`config.mk`:
```
export PLATFORM = sky130hd
export DESIGN_NAME = ram_credit_reader
export DESIGN_NICKNAME = d
export VERILOG_FILES = /design/src/rtl/ram_credit_reader.sv
export SDC_FILE = /design/constraint.sdc
export NUM_CORES = 1
export LEC_CHECK = 0
export ABC_AREA = 1
export CAP_MARGIN = 25
export CORE_UTILIZATION = 45
export DETAILED_ROUTE_END_ITERATION = 7
export DONT_BUFFER_PORTS = 1
export PLACE_DENSITY = 0.62
export SYNTH_ARGS = -nofsm -noshare
export SYNTH_HDL_FRONTEND = slang
export SYNTH_SLANG_ARGS = --single-unit
```
`constraint.sdc`:
```
create_clock -name clk -period 3 [get_ports clk]
set_input_delay 0.75 -clock clk [delete_from_list [all_inputs] [get_ports clk]]
set_output_delay 0.75 -clock clk [all_outputs]
set_load 0.01 [all_outputs]
```
`src/rtl/ram_credit_reader.sv`:
```
// rtl/ram_credit_reader.sv - credit-bounded burst reader for a fixed-latency RAM read port
module ram_credit_reader #(
    parameter int DEPTH = 4,
    parameter int AW    = 8,
    parameter int DW    = 16
) (
    input  logic          clk,
    input  logic          rstp,
    input  logic [AW-1:0] cmd_addr,
    input  logic [8:0]    cmd_len,
    input  logic          cmd_valid,
    output logic          cmd_ready,
    output logic [AW-1:0] rd_addr,
    output logic          rd_read,
    input  logic [DW-1:0] rd_data,
    input  logic          rd_valid,
    output logic [DW-1:0] out_data,
    output logic          out_valid,
    input  logic          out_ready,
    output logic          out_last,
    output logic          busy,
    output logic          err
);

    localparam int PW = (DEPTH > 1) ? $clog2(DEPTH) : 1;
    localparam int CW = PW + 1;

    typedef enum logic [1:0] {IDLE, RUN, DRAIN} state_t;

    state_t        state;
    logic [AW-1:0] addr_cnt;
    logic [8:0]    remaining;
    logic [8:0]    beats_left;
    logic [CW-1:0] credits;
    logic [CW-1:0] outstanding;
    logic [CW-1:0] count;
    logic [PW-1:0] wptr;
    logic [PW-1:0] rptr;
    logic [DW-1:0] mem [DEPTH];

    logic          accept;
    logic          issue;
    logic          rv_acc;
    logic          out_fire;
    logic [AW-1:0] issue_addr;

    assign out_valid = (count != '0);
    assign out_data  = out_valid ? mem[rptr] : '0;
    assign out_last  = out_valid && (beats_left == 9'd1);
    assign out_fire  = out_valid & out_ready;

    // Issue decision: a credit returned by this cycle's beat handshake is usable
    // immediately, which closes the credit loop in 4 cycles.
    always_comb begin
        accept     = cmd_valid & cmd_ready;
        issue_addr = accept ? cmd_addr : addr_cnt;
        issue      = (accept && (cmd_len != 9'd0)) ||
                     ((state == RUN) && (remaining != 9'd0) && ((credits != '0) || out_fire));
        rv_acc     = rd_valid && (outstanding != '0);
    end

    // Burst FSM with registered handshake, strobe and status outputs.
    always_ff @(posedge clk or posedge rstp) begin
        if (rstp) begin
            state     <= IDLE;
            cmd_ready <= 1'b0;
            busy      <= 1'b0;
            rd_read   <= 1'b0;
            rd_addr   <= '0;
            addr_cnt  <= '0;
            remaining <= 9'd0;
        end else begin
            rd_read <= issue;
            if (issue) begin
                rd_addr  <= issue_addr;
                addr_cnt <= issue_addr + AW'(1);
            end
            case (state)
                IDLE: begin
                    if (accept && (cmd_len != 9'd0)) begin
                        remaining <= cmd_len - 9'd1;
                        state     <= (cmd_len == 9'd1) ? DRAIN : RUN;
                        cmd_ready <= 1'b0;
                        busy      <= 1'b1;
                    end else begin
                        cmd_ready <= 1'b1;
                        busy      <= 1'b0;
                    end
                end
                RUN: begin
                    if (issue) begin
                        remaining <= remaining - 9'd1;
                        if (remaining == 9'd1) begin
                            state <= DRAIN;
                        end
                    end
                end
                DRAIN: begin
                    if (out_fire && out_last) begin
                        state     <= IDLE;
                        cmd_ready <= 1'b1;
                        busy      <= 1'b0;
                    end
                end
                default: state <= IDLE;
            endcase
        end
    end

    // Beat counter marks the final word of the burst at the stream head.
    always_ff @(posedge clk or posedge rstp) begin
        if (rstp) begin
            beats_left <= 9'd0;
        end else if (accept && (cmd_len != 9'd0)) begin
            beats_left <= cmd_len;
        end else if (out_fire) begin
            beats_left <= beats_left - 9'd1;
        end
    end

    // Credit pool, outstanding-read tracking, sticky error and FIFO pointers.
    always_ff @(posedge clk or posedge rstp) begin
        if (rstp) begin
            credits     <= CW'(DEPTH);
            outstanding <= '0;
            count       <= '0;
            wptr        <= '0;
            rptr        <= '0;
            err         <= 1'b0;
        end else begin
            credits     <= credits - CW'(issue) + CW'(out_fire);
            outstanding <= outstanding + CW'(issue) - CW'(rv_acc);
            count       <= count + CW'(rv_acc) - CW'(out_fire);
            if (rd_valid && (outstanding == '0)) begin
                err <= 1'b1;
            end
            if (rv_acc) begin
                wptr <= wptr + PW'(1);
            end
            if (out_fire) begin
                rptr <= rptr + PW'(1);
            end
        end
    end

    // Response storage; contents need no reset because count gates visibility.
    always_ff @(posedge clk) begin
        if (rv_acc) begin
            mem[wptr] <= rd_data;
        end
    end

endmodule
```
==> load_flow_metrics.sql <==
INSERT INTO impl_metrics (metric_group, metric, value, unit) VALUES
('worst_setup_path', 'reg2reg_setup_slack', '0.55', 'ns'),
('status', 'status', 'finished, final reports clean', ''),
('worst_setup_path', 'worst_ep_arrival_time', '1.87', 'ns'),
('layout', 'drive_above_1_share', '12.6', '%'),
('yosys', 'synth_edf_count', '64', ''),
('sta', 'slew_viol_final', '0', ''),
('yosys', 'synth_most_common_cell', 'sky130_fd_sc_hd__nand2_1', ''),
('floorplanning', 'start_util', '46.2', '%'),
('layout', 'syn_to_final_growth', '13.1', '%'),
('job', 'cap_violations', '0', ''),
('worst_setup_path', 'reg2reg_launch_point', 'cmd_ready$_DFFE_PP0P_', ''),
('yosys', 'netlist.top_cell.by_area', 'sky130_fd_sc_hd__edfxtp_1', ''),
('sta', 'final.setup_skew', '0.00401', 'ns'),
('global_routing', 'antenna_found_initial', '0', ''),
('clock_network', 'root_buffer_cell', 'sky130_fd_sc_hd__clkbuf_16', ''),
('power_and_ir_drop', 'power.density', '1130', 'nW/um^2'),
('floorplanning', 'die_w', '116', 'um'),
('drt', 'detailroute.via_count', '4155', ''),
('power_and_ir_drop', 'power', '7.50', 'mW'),
('global_routing', 'groute.usage.overall', '20.2', '%'),
('worst_setup_path', 'worst-path-max-fanout', '19', ''),
('drt', 'drt_iter0_markers', '217', ''),
('layout', 'sequential_cell_area', '3250', 'um^2'),
('clock_network', 'cts_max_path_buffers', '2', ''),
('yosys', 'synth-main-ff-cell', 'sky130_fd_sc_hd__edfxtp_1', ''),
('drt', 'drt-wirelength-per-cell', '15.3', 'um'),
('sta', 'maxSlewHeadroom', '53.9', '%'),
('worst_setup_path', 'critPathLaunchType', 'flip-flop', ''),
('yosys', 'synthDistinctLibCells', '45', ''),
('global_routing', 'grt_pass1_wl', '20200', 'um'),
('worst_setup_path', 'path_class', 'reg2out', ''),
('clock_network', 'tritoncts.num_buffers', '17', ''),
('yosys', 'synthesis.instances', '616', ''),
('drt', 'drt-total-wl', '12400', 'um'),
('yosys', 'yosys.area.top_type_share', '32.8', '%'),
('layout', 'final_nets', '689', ''),
('sta', 'tns', '0', 'ns'),
('yosys', 'syn_area', '5860', 'um^2'),
('clock_network', 'cts-resized-gates', '0', ''),
('drt', 'viasPerCell', '5.10', ''),
('worst_setup_path', 'worst-r2r-cell-count', '10', ''),
('drt', 'dr_drc_count', '0', ''),
('placed_design', 'buffer_ports.inserted', '0', ''),
('clock_network', 'clk_latency', '0.41', 'ns'),
('sta', 'min_period_over_period', '87.5', '%'),
('power_and_ir_drop', 'power_leakage', '2.85', 'nW'),
('clock_network', 'cts_post_setup_buffers_inserted', '0', ''),
('sta', 'timing.fmax', '381', 'MHz'),
('yosys', 'post_synth_main_area_contributors', 'sky130_fd_sc_hd__edfxtp_1 (33%), sky130_fd_sc_hd__dfrtp_1 (22%), sky130_fd_sc_hd__nand2_1 (7.6%)', ''),
('clock_network', 'number_of_hold_repair_buffers_added_at_the_cts_stage', '0', ''),
('yosys', 'synth_net_count', '676', ''),
('layout', 'antennaDiodeCount', '0', ''),
('sta', 'final-hold-violation-count', '0', ''),
('yosys', 'ys_warn_count', '0', ''),
('clock_network', 'clock_sink_count', '117', ''),
('global_routing', 'grt_max_degree', '54', ''),
('floorplanning', 'core_region_area', '12700', 'um^2'),
('worst_setup_path', 'required', '2.25', 'ns'),
('global_routing', 'gr-total-overflow', '0', ''),
('min_path', 'worstHoldPathType', 'in2async', ''),
('floorplanning', 'boundaryPins', '68', ''),
('sta', 'fin_crit', '2.62', 'ns'),
('clock_network', 'cts.reportedPaths.clkPinSlew', '0.05', 'ns'),
('yosys', 'synth_area_per_cell', '9.51', 'um^2'),
('placed_design', 'gp_congestion', '0.896', ''),
('sta', 'rsz_0062_raised_after_global_routing', 'no', ''),
('power_and_ir_drop', 'vdd_drop_max', '0.489', 'mV'),
('yosys', 'synthTopCellsByCount', 'sky130_fd_sc_hd__nand2_1 (118), sky130_fd_sc_hd__nor2_1 (98), sky130_fd_sc_hd__edfxtp_1 (64)', ''),
('worst_setup_path', 'end_kind', 'output port', ''),
('clock_network', 'clock_tree_from_tritoncts', 'done', ''),
('layout', 'footprint_of_the_multi_input_gates', '2250', 'um^2');
[cell usage in the layout (no fill, tap or decap), types with 12 or more instances in the layout]
cell,instances
sky130_fd_sc_hd__dfrtp_1,51
sky130_fd_sc_hd__inv_1,54
sky130_fd_sc_hd__buf_4,12
sky130_fd_sc_hd__nand3_1,37
sky130_fd_sc_hd__nand2_1,118
sky130_fd_sc_hd__o21ai_0,50
sky130_fd_sc_hd__a21oi_1,22
sky130_fd_sc_hd__clkbuf_16,17
sky130_fd_sc_hd__edfxtp_1,64
sky130_fd_sc_hd__nor2_1,98
sky130_fd_sc_hd__ha_1,19
[report_power, final]
part	internal, mW	switching, mW	total [mW]	leakage [nW]
logic	0.970	1.89	2.86	1.35
registers	2.27	0.396	2.67	1.23
clock network	1.29	0.681	1.97	0.278
total	4.53	2.97	7.50	2.85
[per-stage QoR]
stage          hold WS [ns]  instances  cell area (um^2)  utilization, %  worst slack, ns
6_report              0.417        814              6630            52.3            0.376
5_1_grt               0.415        814              6630            52.3            0.253
4_1_cts               0.417        814              6620            52.3            0.155
3_5_place_dp          0.461        782              6050            47.7            0.101
3_3_place_gp          0.449        782              6050            47.7            0.208
2_1_floorplan         0.430        616              5860               -            0.198
[registers in the layout (all words and copies together) (netlist names), 3 cells and up]
name	count
addr_cnt	8
beats_left	9
count	3
credits	3
mem	64
outstanding	3
rd_addr	8
remaining	9
[critical path, stage by stage, from the launching register on]
cell and delay, ns:
sky130_fd_sc_hd__dfrtp_2 0.58, sky130_fd_sc_hd__buf_4 0.29, sky130_fd_sc_hd__nor2_1 0.07, sky130_fd_sc_hd__nor2_1 0.08, sky130_fd_sc_hd__o21ai_0 0.08, sky130_fd_sc_hd__a21oi_1 0.35
[area by class of cell]
| cell class | count | share of cell area [%] |
|---|---|---|
| multi-input cells | 416 | 33.9 |
| well taps | 172 | 3.25 |
| repair buffers | 12 | 1.36 |
| inverters | 65 | 3.76 |
| flip-flops and latches | 117 | 49.1 |
| clock buffers | 21 | 6.65 |
| clock inverters | 11 | 2.02 |
[kinds of logic (layout without fill, tap and decap cells)]
logic type / count (synthesis) / after routing / synth area share (%)
xor gates and xnor gates: 14 / 14 / 2.09
adders and majority gates: 22 / 22 / 5.08
AOI/OAI and AO/OA: 95 / 95 / 9.31
muxes: 1 / 1 / 0.171
buffers and inverters: 83 / 109 / 6.17
and+or+nand+nor: 284 / 284 / 21.7
DFF: 117 / 117 / 55.5
[layer usage]
metal / share of wire, % / track usage, % / wire [um] / vias to the layer above
met1: 43 / 24.6 / 5380 / 1960
met5: 0 / 0 / 0 / -
met4: 2.5 / 9.74 / 309 / 0
li1: - / - / - / 2059
met2: 47 / 32.5 / 5850 / 108
met3: 7.1 / 6.54 / 886 / 28
[worst max-delay path by stage]
stage                         from                   end  cells past startpoint
4_1_cts        rptr[0]$_DFFE_PP0P_          out_data[13]                      3
6_report       rptr[0]$_DFFE_PP0P_           out_data[6]                      5
3_5_place_dp            cmd_len[0]  credits[2]$_DFF_PP1_                     13
5_1_grt        rptr[0]$_DFFE_PP0P_           out_data[7]                      5
2_1_floorplan           cmd_len[1]  credits[2]$_DFF_PP1_                     14
3_3_place_gp            cmd_len[0]  credits[2]$_DFF_PP1_                     13
Power figures use the tool's default switching activity.
